==> src/rtl/mux16_arbiter_if.sv <==
// Request/grant bundle between the requesters and the shared 16:1 mux arbiter.
// The master side drives req/done; the slave (arbiter) side drives sel/grant/valid/timeout.
interface mux16_arbiter_if;
    logic [15:0] req;
    logic        done;
    logic [3:0]  sel;
    logic [15:0] grant;
    logic        valid;
    logic        timeout;

    modport master (
        output req,
        output done,
        input  sel,
        input  grant,
        input  valid,
        input  timeout
    );

    modport slave (
        input  req,
        input  done,
        output sel,
        output grant,
        output valid,
        output timeout
    );
endinterface

==> src/rtl/mux16_arbiter.sv <==
// Round-robin owner of a 16:1 mux select; grant is registered 1 cycle after req, then held
// until done, the request drops, or the TIMEOUT budget is spent (no backpressure, req is level).
module mux16_arbiter #(
    parameter int unsigned TIMEOUT = 255
) (
    input  logic           clk,
    input  logic           rst_n,
    mux16_arbiter_if.slave bus
);

    typedef enum logic [1:0] {
        IDLE = 2'd0,
        BUSY = 2'd1,
        GAP  = 2'd2
    } state_t;

    localparam bit         TO_EN   = (TIMEOUT != 0);
    localparam logic [7:0] TO_LAST = (TIMEOUT == 0) ? 8'd0 : 8'(TIMEOUT - 1);

    state_t      state_q, state_d;
    logic [3:0]  last_q, last_d;
    logic [7:0]  cnt_q, cnt_d;
    logic [3:0]  sel_q, sel_d;
    logic [15:0] grant_q, grant_d;
    logic        valid_q, valid_d;
    logic        timeout_q, timeout_d;

    logic [3:0]  win_idx;
    logic [3:0]  cand;
    logic        win_vld;

    // Scan from last+16 (== last, lowest priority) down to last+1 so the
    // nearest set bit after the previous owner is the final assignment.
    always_comb begin
        win_idx = '0;
        cand    = '0;
        win_vld = |bus.req;
        for (int i = 16; i >= 1; i--) begin
            cand = last_q + 4'(i);
            if (bus.req[cand]) begin
                win_idx = cand;
            end
        end
    end

    always_comb begin
        state_d   = state_q;
        last_d    = last_q;
        cnt_d     = cnt_q;
        sel_d     = sel_q;
        grant_d   = grant_q;
        valid_d   = valid_q;
        timeout_d = timeout_q;

        unique case (state_q)
            IDLE: begin
                timeout_d = 1'b0;
                if (win_vld) begin
                    grant_d = 16'b1 << win_idx;
                    sel_d   = win_idx;
                    valid_d = 1'b1;
                    last_d  = win_idx;
                    cnt_d   = 8'd0;
                    state_d = BUSY;
                end
            end
            BUSY: begin
                if (bus.done || !bus.req[sel_q]) begin
                    grant_d = '0;
                    valid_d = 1'b0;
                    state_d = GAP;
                end else if (TO_EN && (cnt_q == TO_LAST)) begin
                    grant_d   = '0;
                    valid_d   = 1'b0;
                    timeout_d = 1'b1;
                    state_d   = GAP;
                end else begin
                    cnt_d = (cnt_q == 8'hFF) ? cnt_q : cnt_q + 8'd1;
                end
            end
            GAP: begin
                // sel stays on the released index so the mux output does not glitch.
                timeout_d = 1'b0;
                state_d   = IDLE;
            end
            default: begin
                grant_d   = '0;
                valid_d   = 1'b0;
                timeout_d = 1'b0;
                state_d   = IDLE;
            end
        endcase
    end

    always_ff @(posedge clk or negedge rst_n) begin
        if (!rst_n) begin
            state_q   <= IDLE;
            last_q    <= 4'd15;
            cnt_q     <= 8'd0;
            sel_q     <= 4'd0;
            grant_q   <= 16'd0;
            valid_q   <= 1'b0;
            timeout_q <= 1'b0;
        end else begin
            state_q   <= state_d;
            last_q    <= last_d;
            cnt_q     <= cnt_d;
            sel_q     <= sel_d;
            grant_q   <= grant_d;
            valid_q   <= valid_d;
            timeout_q <= timeout_d;
        end
    end

    assign bus.sel     = sel_q;
    assign bus.grant   = grant_q;
    assign bus.valid   = valid_q;
    assign bus.timeout = timeout_q;

endmodule

==> src/flat_wrapper.sv <==
// flat-port wrapper written by rule: the top's interface ports become plain ports
module mux16_arbiter_flat 
#(
    parameter int unsigned TIMEOUT = 255
)
  (clk, rst_n, bus_req, bus_done, bus_sel, bus_grant, bus_valid, bus_timeout);
  mux16_arbiter_if bus_i ();
  input  logic clk;
  input  logic rst_n;
  input wire logic [$bits(bus_i.req)-1:0] bus_req;
  input wire logic [$bits(bus_i.done)-1:0] bus_done;
  output wire logic [$bits(bus_i.sel)-1:0] bus_sel;
  output wire logic [$bits(bus_i.grant)-1:0] bus_grant;
  output wire logic [$bits(bus_i.valid)-1:0] bus_valid;
  output wire logic [$bits(bus_i.timeout)-1:0] bus_timeout;
  assign bus_i.req = bus_req;
  assign bus_i.done = bus_done;
  assign bus_sel = bus_i.sel;
  assign bus_grant = bus_i.grant;
  assign bus_valid = bus_i.valid;
  assign bus_timeout = bus_i.timeout;
  mux16_arbiter #(.TIMEOUT(TIMEOUT)) u_core (.clk(clk), .rst_n(rst_n), .bus(bus_i));
endmodule
==> config.mk <==
export PLATFORM = sky130hd
export DESIGN_NAME = mux16_arbiter_flat
export DESIGN_NICKNAME = d
export VERILOG_FILES = /design/src/rtl/mux16_arbiter_if.sv /design/src/rtl/mux16_arbiter.sv /design/src/flat_wrapper.sv
export SDC_FILE = /design/constraint.sdc
export NUM_CORES = 1
export LEC_CHECK = 0
export ABC_AREA = 1
export BUFFER_PORTS_ARGS = -buffer_cell sky130_fd_sc_hd__buf_2
export CAP_MARGIN = 20
export CORE_ASPECT_RATIO = 1.4
export CORE_UTILIZATION = 55
export CTS_BUF_LIST = sky130_fd_sc_hd__clkbuf_4
export CTS_CLUSTER_DIAMETER = 40
export DETAILED_ROUTE_END_ITERATION = 6
export PLACE_DENSITY = 0.78
export SYNTH_ARGS = -nofsm -noshare
export SYNTH_HDL_FRONTEND = slang
export SYNTH_SLANG_ARGS = --single-unit
==> constraint.sdc <==
create_clock -name clk -period 3.1 [get_ports clk]
set_input_delay 0.31 -clock clk [delete_from_list [all_inputs] [get_ports clk]]
set_output_delay 0.31 -clock clk [all_outputs]
set_load 0.02 [all_outputs]
==> results of run 1 <==
## cells in the final DEF, fill, tap and decap left out, types with 4 or more instances in the layout
master,instances
nor2_1,19
o21ai_1,6
o21ai_0,21
nand2_4,8
buf_6,5
ha_1,5
inv_1,47
nand3_4,4
o21ai_2,4
nor2_2,9
inv_2,17
clkbuf_4,5
buf_4,19
nor4_1,4
a21oi_2,4
buf_2,40
dfrtp_1,30
nand2_1,212
a21oi_1,41
nand3_1,51
dfstp_2,4
nand3_2,16
nand2_2,36
## what timing repair did
item | in CTS | in global routing
resized for setup | 4 | 122
pin swaps | 3 | 24
setup endpoints to repair | 15 | 27
cloned | 0 | 1
hold buffers | 0 | 0
buffers inserted | 1 | 5
## layer usage
metal	routed length [um]	vias up	part of all wire, %	track usage, %
li1	-	1988	-	-
met1	4080	1832	38	37.5
met2	5640	170	52	59.1
met3	535	48	5.0	2.87
met4	528	0	4.9	15.1
met5	0	-	0	0
## final cells by class
class / instances / area [um^2] / area share (%)
Multi-Input combinational cell: 468 / 2590 / 59.0
Sequential cell: 36 / 908 / 20.7
Timing Repair Buffer: 69 / 494 / 11.2
Inverter: 67 / 256 / 5.84
Tap cell: 70 / 87.6 / 1.99
Clock buffer: 5 / 37.5 / 0.854
Clock inverter: 3 / 17.5 / 0.399
## critical path, stage by stage, from the launching register on
cell and delay, ns:
dfstp_2 0.57, inv_2 0.06, ha_4 0.31, clkbuf_16 0.15, nand3_2 0.09, nand3_1 0.13
o21ai_2 0.10, nand2_4 0.11, nand2_4 0.07, a21oi_1 0.12, nand3_1 0.09, nand2_1 0.06
nand2_1 0.04, nand2_1 0.05, nand2_1 0.05, nand2_1 0.06, nand2_1 0.04, nand2_1 0.05
nand2_1 0.04, nand2_1 0.06, nand2_1 0.06, nand2_2 0.09, nand2_1 0.09, nand2_2 0.12
nand2_2 0.07, nor2_1 0.12, nand2_1 0.07, nand2_1 0.05
## worst max path at each step
stage               slack (ns)  cells past startpoint                    to        startpoint
floorplan                 0.07                     28  u_core.bus.grant[13]  u_core.last_q[1]
global placement          0.02                     22   u_core.bus.grant[5]  u_core.last_q[1]
detailed placement       -0.02                     23  u_core.bus.grant[10]  u_core.last_q[0]
CTS                      0.007                     25  u_core.bus.grant[10]  u_core.last_q[1]
global route             -0.19                     27   u_core.bus.grant[4]  u_core.last_q[1]
finish                    0.10                     27  u_core.bus.grant[13]  u_core.last_q[1]
## state kept, by name, indices dropped and copies added (netlist names)
register	count
u_core.state_q	2
u_core.bus.grant	16
u_core.cnt_q	8
u_core.bus.valid	1
u_core.bus.sel	4
u_core.bus.timeout	1
u_core.last_q	4
## cells by family (layout without fill, tap and decap cells)
family / after synthesis / count (layout)
buffers and inverters: 80 / 144
and+or+nand+nor: 370 / 370
xor gates and xnor gates: 6 / 6
adders and majority gates: 9 / 9
AOI/OAI and AO/OA: 83 / 83
DFF: 36 / 36
## through the flow
step	instances	util, %	area (um^2)	hold WS, ns	setup slack [ns]
3_5_place_dp	703	63.9	3770	0.433	-0.0246
2_1_floorplan	584	-	3400	0.0144	0.0674
4_1_cts	712	65.1	3840	0.0366	0.00660
5_1_grt	718	74.4	4390	0.0725	-0.185
3_3_place_gp	703	63.9	3770	0.424	0.0152
6_report	718	74.4	4390	0.0129	0.104
==> results.py, run 1 <==
metrics = {
    "worst_setup_path": {
        "reg2reg_slack_ns": 0.10,
        "crit_type": "reg2reg",
        "rr_startpoint": "u_core.last_q[1]",
        "cp-end-kind": "flip-flop",
        "r2r_end": "u_core.bus.grant[13]",
        "cp_max_fo": 5,
        "cp.arrival_ns": 3.29,
        "cp-start-kind": "flip-flop",
        "crit_required_ns": 3.39,
        "r2r_cells": 27,
    },
    "finish": {
        "nFillCells": 482,
        "fin_nets": 675,
        "syn_to_final_growth_pct": 29.2,
        "antennaDiodeCount": 0,
        "drive_gt1_share_pct": 30.1,
    },
    "cts": {
        "cts_buffer_depth": 2,
        "cts_tree": "built",
        "cts_root_buf": "clkbuf_4",
        "cts.sinks": 36,
        "cts_inserted_buffers": 5,
        "clkSlewWorstSetupHoldPaths_ns": 0.12,
        "cts-htree-levels": 2,
        "clkLatencyLatePin_ns": 0.36,
    },
    "sta": {
        "fmax_mhz": 334,
        "fin_setup_tns_ns": 0,
        "relSlewSlack_pct": 47.5,
        "rsz0062_at_grt": "yes",
        "min_period_ns": 3.00,
        "finalSetupViolCount": 0,
        "finalCritPeriodShare_pct": 96.6,
        "timing.final.hold_violations": 0,
        "skew_ns": 0.0192,
        "worst_pin_slew_ns": 0.788,
        "drv_slew": 0,
    },
    "floorplanning": {
        "start_util_pct": 57.6,
        "row_count": 33,
        "fp.dieH_um": 95.0,
        "dieArea_um2": 6510,
        "core-area_um2": 5900,
        "die_x_um": 68.5,
        "io_pins": 41,
    },
    "logic_synthesis": {
        "synth_top_family_by_area": "simple AND/OR/NAND/NOR gates",
        "synthAdderAreaFrac_pct": 3.31,
        "yosysWarningCount": 0,
        "synth_top_area_share_pct": 27.3,
        "synth_edf_count": 0,
        "postSynthAreaPerCell_um2": 5.82,
        "synth_seq_area_share_pct": 26.6,
        "synth-simple-area-share_pct": 44.9,
        "ys_top_cells_by_count": "nand2_1, nand3_1, inv_1",
        "synth_compound_area_share_pct": 13.1,
        "synth-seq-cells": 36,
        "syn_nets": 612,
        "synth_area_leaders": "nand2_1, dfrtp_1, nand3_1",
        "synth.distinct_cells": 31,
        "postSynthCellCount": 584,
        "synth_largest_area_cell": "nand2_1",
        "yosysMostFrequentCell": "nand2_1",
        "synthXorXnorAreaFrac_pct": 2.32,
        "synthMuxAreaShare_pct": 0,
        "synthFlopType": "dfrtp_1",
        "async_flop_share_pct": 100,
        "syn_area_um2": 3400,
    },
    "grt": {
        "grt_pass1_wl_mm": 15.9,
        "first_global_vias": 3464,
        "grt_max_degree": 37,
        "antenna_found_initial": 0,
        "grt_overflow": 0,
        "track_usage_pct": 32.7,
    },
    "detailed_routing": {
        "drt-wirelength-per-cell_um": 15.0,
        "antenna_left": 0,
        "totalWireLength_mm": 10.8,
        "drcViolationCount": 0,
        "drtIter0Drc": 460,
        "routed-via-count": 4038,
        "viasPerCell": 5.62,
        "drt_first_pass_iters": 6,
    },
    "placement": {
        "hpwl_mm": 7.84,
        "port_buffers": 40,
        "gp_congestion": 1.03,
    },
    "worst_hold_path": {
        "min-delay-path-class": "in2async",
    },
    "outcome": {
        "outcome": "finished clean",
    },
    "job": {
        "cap_violations": 0,
    },
}
Power of run 1 is not shown: default switching activity piles up to over one toggle a cycle in this logic, so the estimate is an artifact.
==> inputs of run 2 (changes only) <==
Settings changed: CORE_ASPECT_RATIO 1.4 to 1.1.
==> run 2 against run 1 <==
Net effect: utilization is 1.5 points higher; register-to-register slack worse by 0.08 ns; highest routed layer unchanged; fmax fell by 2.5%.
==> results.py, run 2 (synthesis results as in run 1) <==
metrics = {
    "worst_hold_path": {
        "min-delay-path-class": "in2async",
    },
    "worst_setup_path": {
        "rr_startpoint": "u_core.last_q[1]",
        "critPathCapture": "u_core.last_q[1]",
        "cp-start-kind": "flip-flop",
        "cp_max_fo": 6,
        "cp-end-kind": "flip-flop",
        "crit_path_top_delay_cell": "dfstp_2",
        "crit_type": "reg2reg",
        "r2r_cells": 28,
        "r2r_end": "u_core.last_q[1]",
        "cp_common_cell": "nand2_1",
        "startpoint": "u_core.last_q[1]",
        "critical-path-max-stage-delay_ns": 0.59,
        "crit_required_ns": 3.38,
        "reg2reg_slack_ns": 0.03,
        "cp.arrival_ns": 3.36,
    },
    "cts": {
        "cts.sinks": 36,
        "cts_buffer_depth": 2,
        "cts_inserted_buffers": 5,
        "cts_root_buf": "clkbuf_4",
        "cts_tree": "built",
        "clkLatencyLatePin_ns": 0.36,
        "clkSlewWorstSetupHoldPaths_ns": 0.13,
        "cts-htree-levels": 2,
    },
    "detailed_routing": {
        "totalWireLength_mm": 11.0,
        "drt-wirelength-per-cell_um": 15.0,
        "routed-via-count": 4149,
        "drtIter0Drc": 257,
        "antenna_left": 0,
        "viasPerCell": 5.64,
        "drcViolationCount": 0,
        "drt_first_pass_iters": 5,
    },
    "grt": {
        "first_global_vias": 3686,
        "met3_usage_pct": 4.02,
        "grt_pass1_wl_mm": 16.3,
        "grt_overflow": 0,
        "busiest_layer": "met2",
        "track_usage_pct": 31.0,
        "antenna_found_initial": 0,
        "grt_max_degree": 37,
        "gr-usage-met2_pct": 54.1,
        "met1_usage_pct": 38.1,
    },
    "finish": {
        "fin_nets": 686,
        "largest_register_ffs": 16,
        "layout_common_cells": "nand2_1, nand3_1, inv_1",
        "antennaDiodeCount": 0,
        "nFillCells": 484,
        "multiInputGateArea_um2": 2550,
        "syn_to_final_growth_pct": 31.2,
        "seq_area_um2": 907,
        "final_common_cell": "nand2_1",
        "fin_util_pct": 75.9,
        "drive_gt1_share_pct": 30.0,
        "finalInstanceArea_um2": 4460,
    },
    "sta": {
        "min_period_ns": 3.07,
        "drv_slew": 0,
        "relSlewSlack_pct": 47.1,
        "worst_pin_slew_ns": 0.794,
        "timing.final.hold_violations": 0,
        "finalCritPeriodShare_pct": 99.1,
        "rsz0062_at_grt": "yes",
        "timing.hold.ws_ns": 0.0168,
        "fmax_mhz": 325,
        "finalSetupViolCount": 0,
        "skew_ns": 0.0235,
    },
    "floorplanning": {
        "core-area_um2": 5880,
        "dieArea_um2": 6500,
        "start_util_pct": 57.9,
        "row_count": 29,
        "fp.dieH_um": 84.5,
        "io_pins": 41,
        "die_x_um": 77.0,
    },
    "placement": {
        "hpwl_mm": 7.49,
        "place_area_um2": 3780,
        "gp_congestion": 0.976,
        "port_buffers": 40,
    },
    "outcome": {
        "outcome": "finished clean",
    },
    "job": {
        "cap_violations": 0,
    },
}
run 2: cell types whose count changed in the layout (fill, tap and decap cells not counted), moves of 3 or more:
cell	previous run	this run
inv_4	2	5
nand3_1	51	59
nor2_2	9	4
nor2_4	3	6
inv_2	17	13
nand3_2	16	12
a21oi_2	4	1
buf_4	19	33
nand3_4	4	0
run 2: per-layer routing:
metal  wire length, um  vias up
met4               423        0
li1                  -     2017
met5                 0        -
met2              5590      175
met1              4480     1914
met3               548       43
run 2: final cells by class:
| class | instances | area share, % |
|---|---|---|
| Clock buffer | 6 | 1.01 |
| Clock inverter | 2 | 0.785 |
| Inverter | 67 | 6.08 |
| Multi-Input combinational cell | 468 | 57.1 |
| Sequential cell | 36 | 20.3 |
| Tap cell | 77 | 2.16 |
| Timing Repair Buffer | 80 | 12.6 |
run 2: critical path, delay by kind of cell (launching register included):
kind	cells	cell delay (ns)
AOI/OAI and AO/OA	2	0.33
xor gates and xnor gates	1	0.24
adders and majority gates	1	0.15
buffers and inverters	5	0.52
DFF	1	0.59
and+or+nand+nor	19	1.16
run 2: repair_timing:
action | CTS | global route
setup endpoints to repair | 11 | 29
cloned | 0 | 1
setup buffers | 4 | 14
pin swaps | 3 | 29
hold buffers | 0 | 0
gates resized for setup | 13 | 109
endpoints found under the hold margin | 0 | 0
run 2: metrics by stage:
stage	setup TNS (ns)	std cells	setup WS, ns
finish	0	736	0.0273
global route	-3.16	736	-0.178
CTS	0	722	0.0297
detailed placement	-0.189	710	-0.0535
global placement	-0.0287	710	-0.0212
floorplan	0	584	0.0674
run 2: worst min path at each step:
stage                from              endpoint  cells past startpoint
finish              rst_n   u_core.bus.grant[2]                      1
global route        rst_n  u_core.bus.grant[12]                      1
CTS                 rst_n  u_core.bus.grant[12]                      1
detailed placement  rst_n  u_core.bus.grant[13]                      1
global placement    rst_n   u_core.bus.grant[4]                      1
floorplan           rst_n   u_core.bus.grant[0]                      0
Power of run 2 is left out for the same reason.
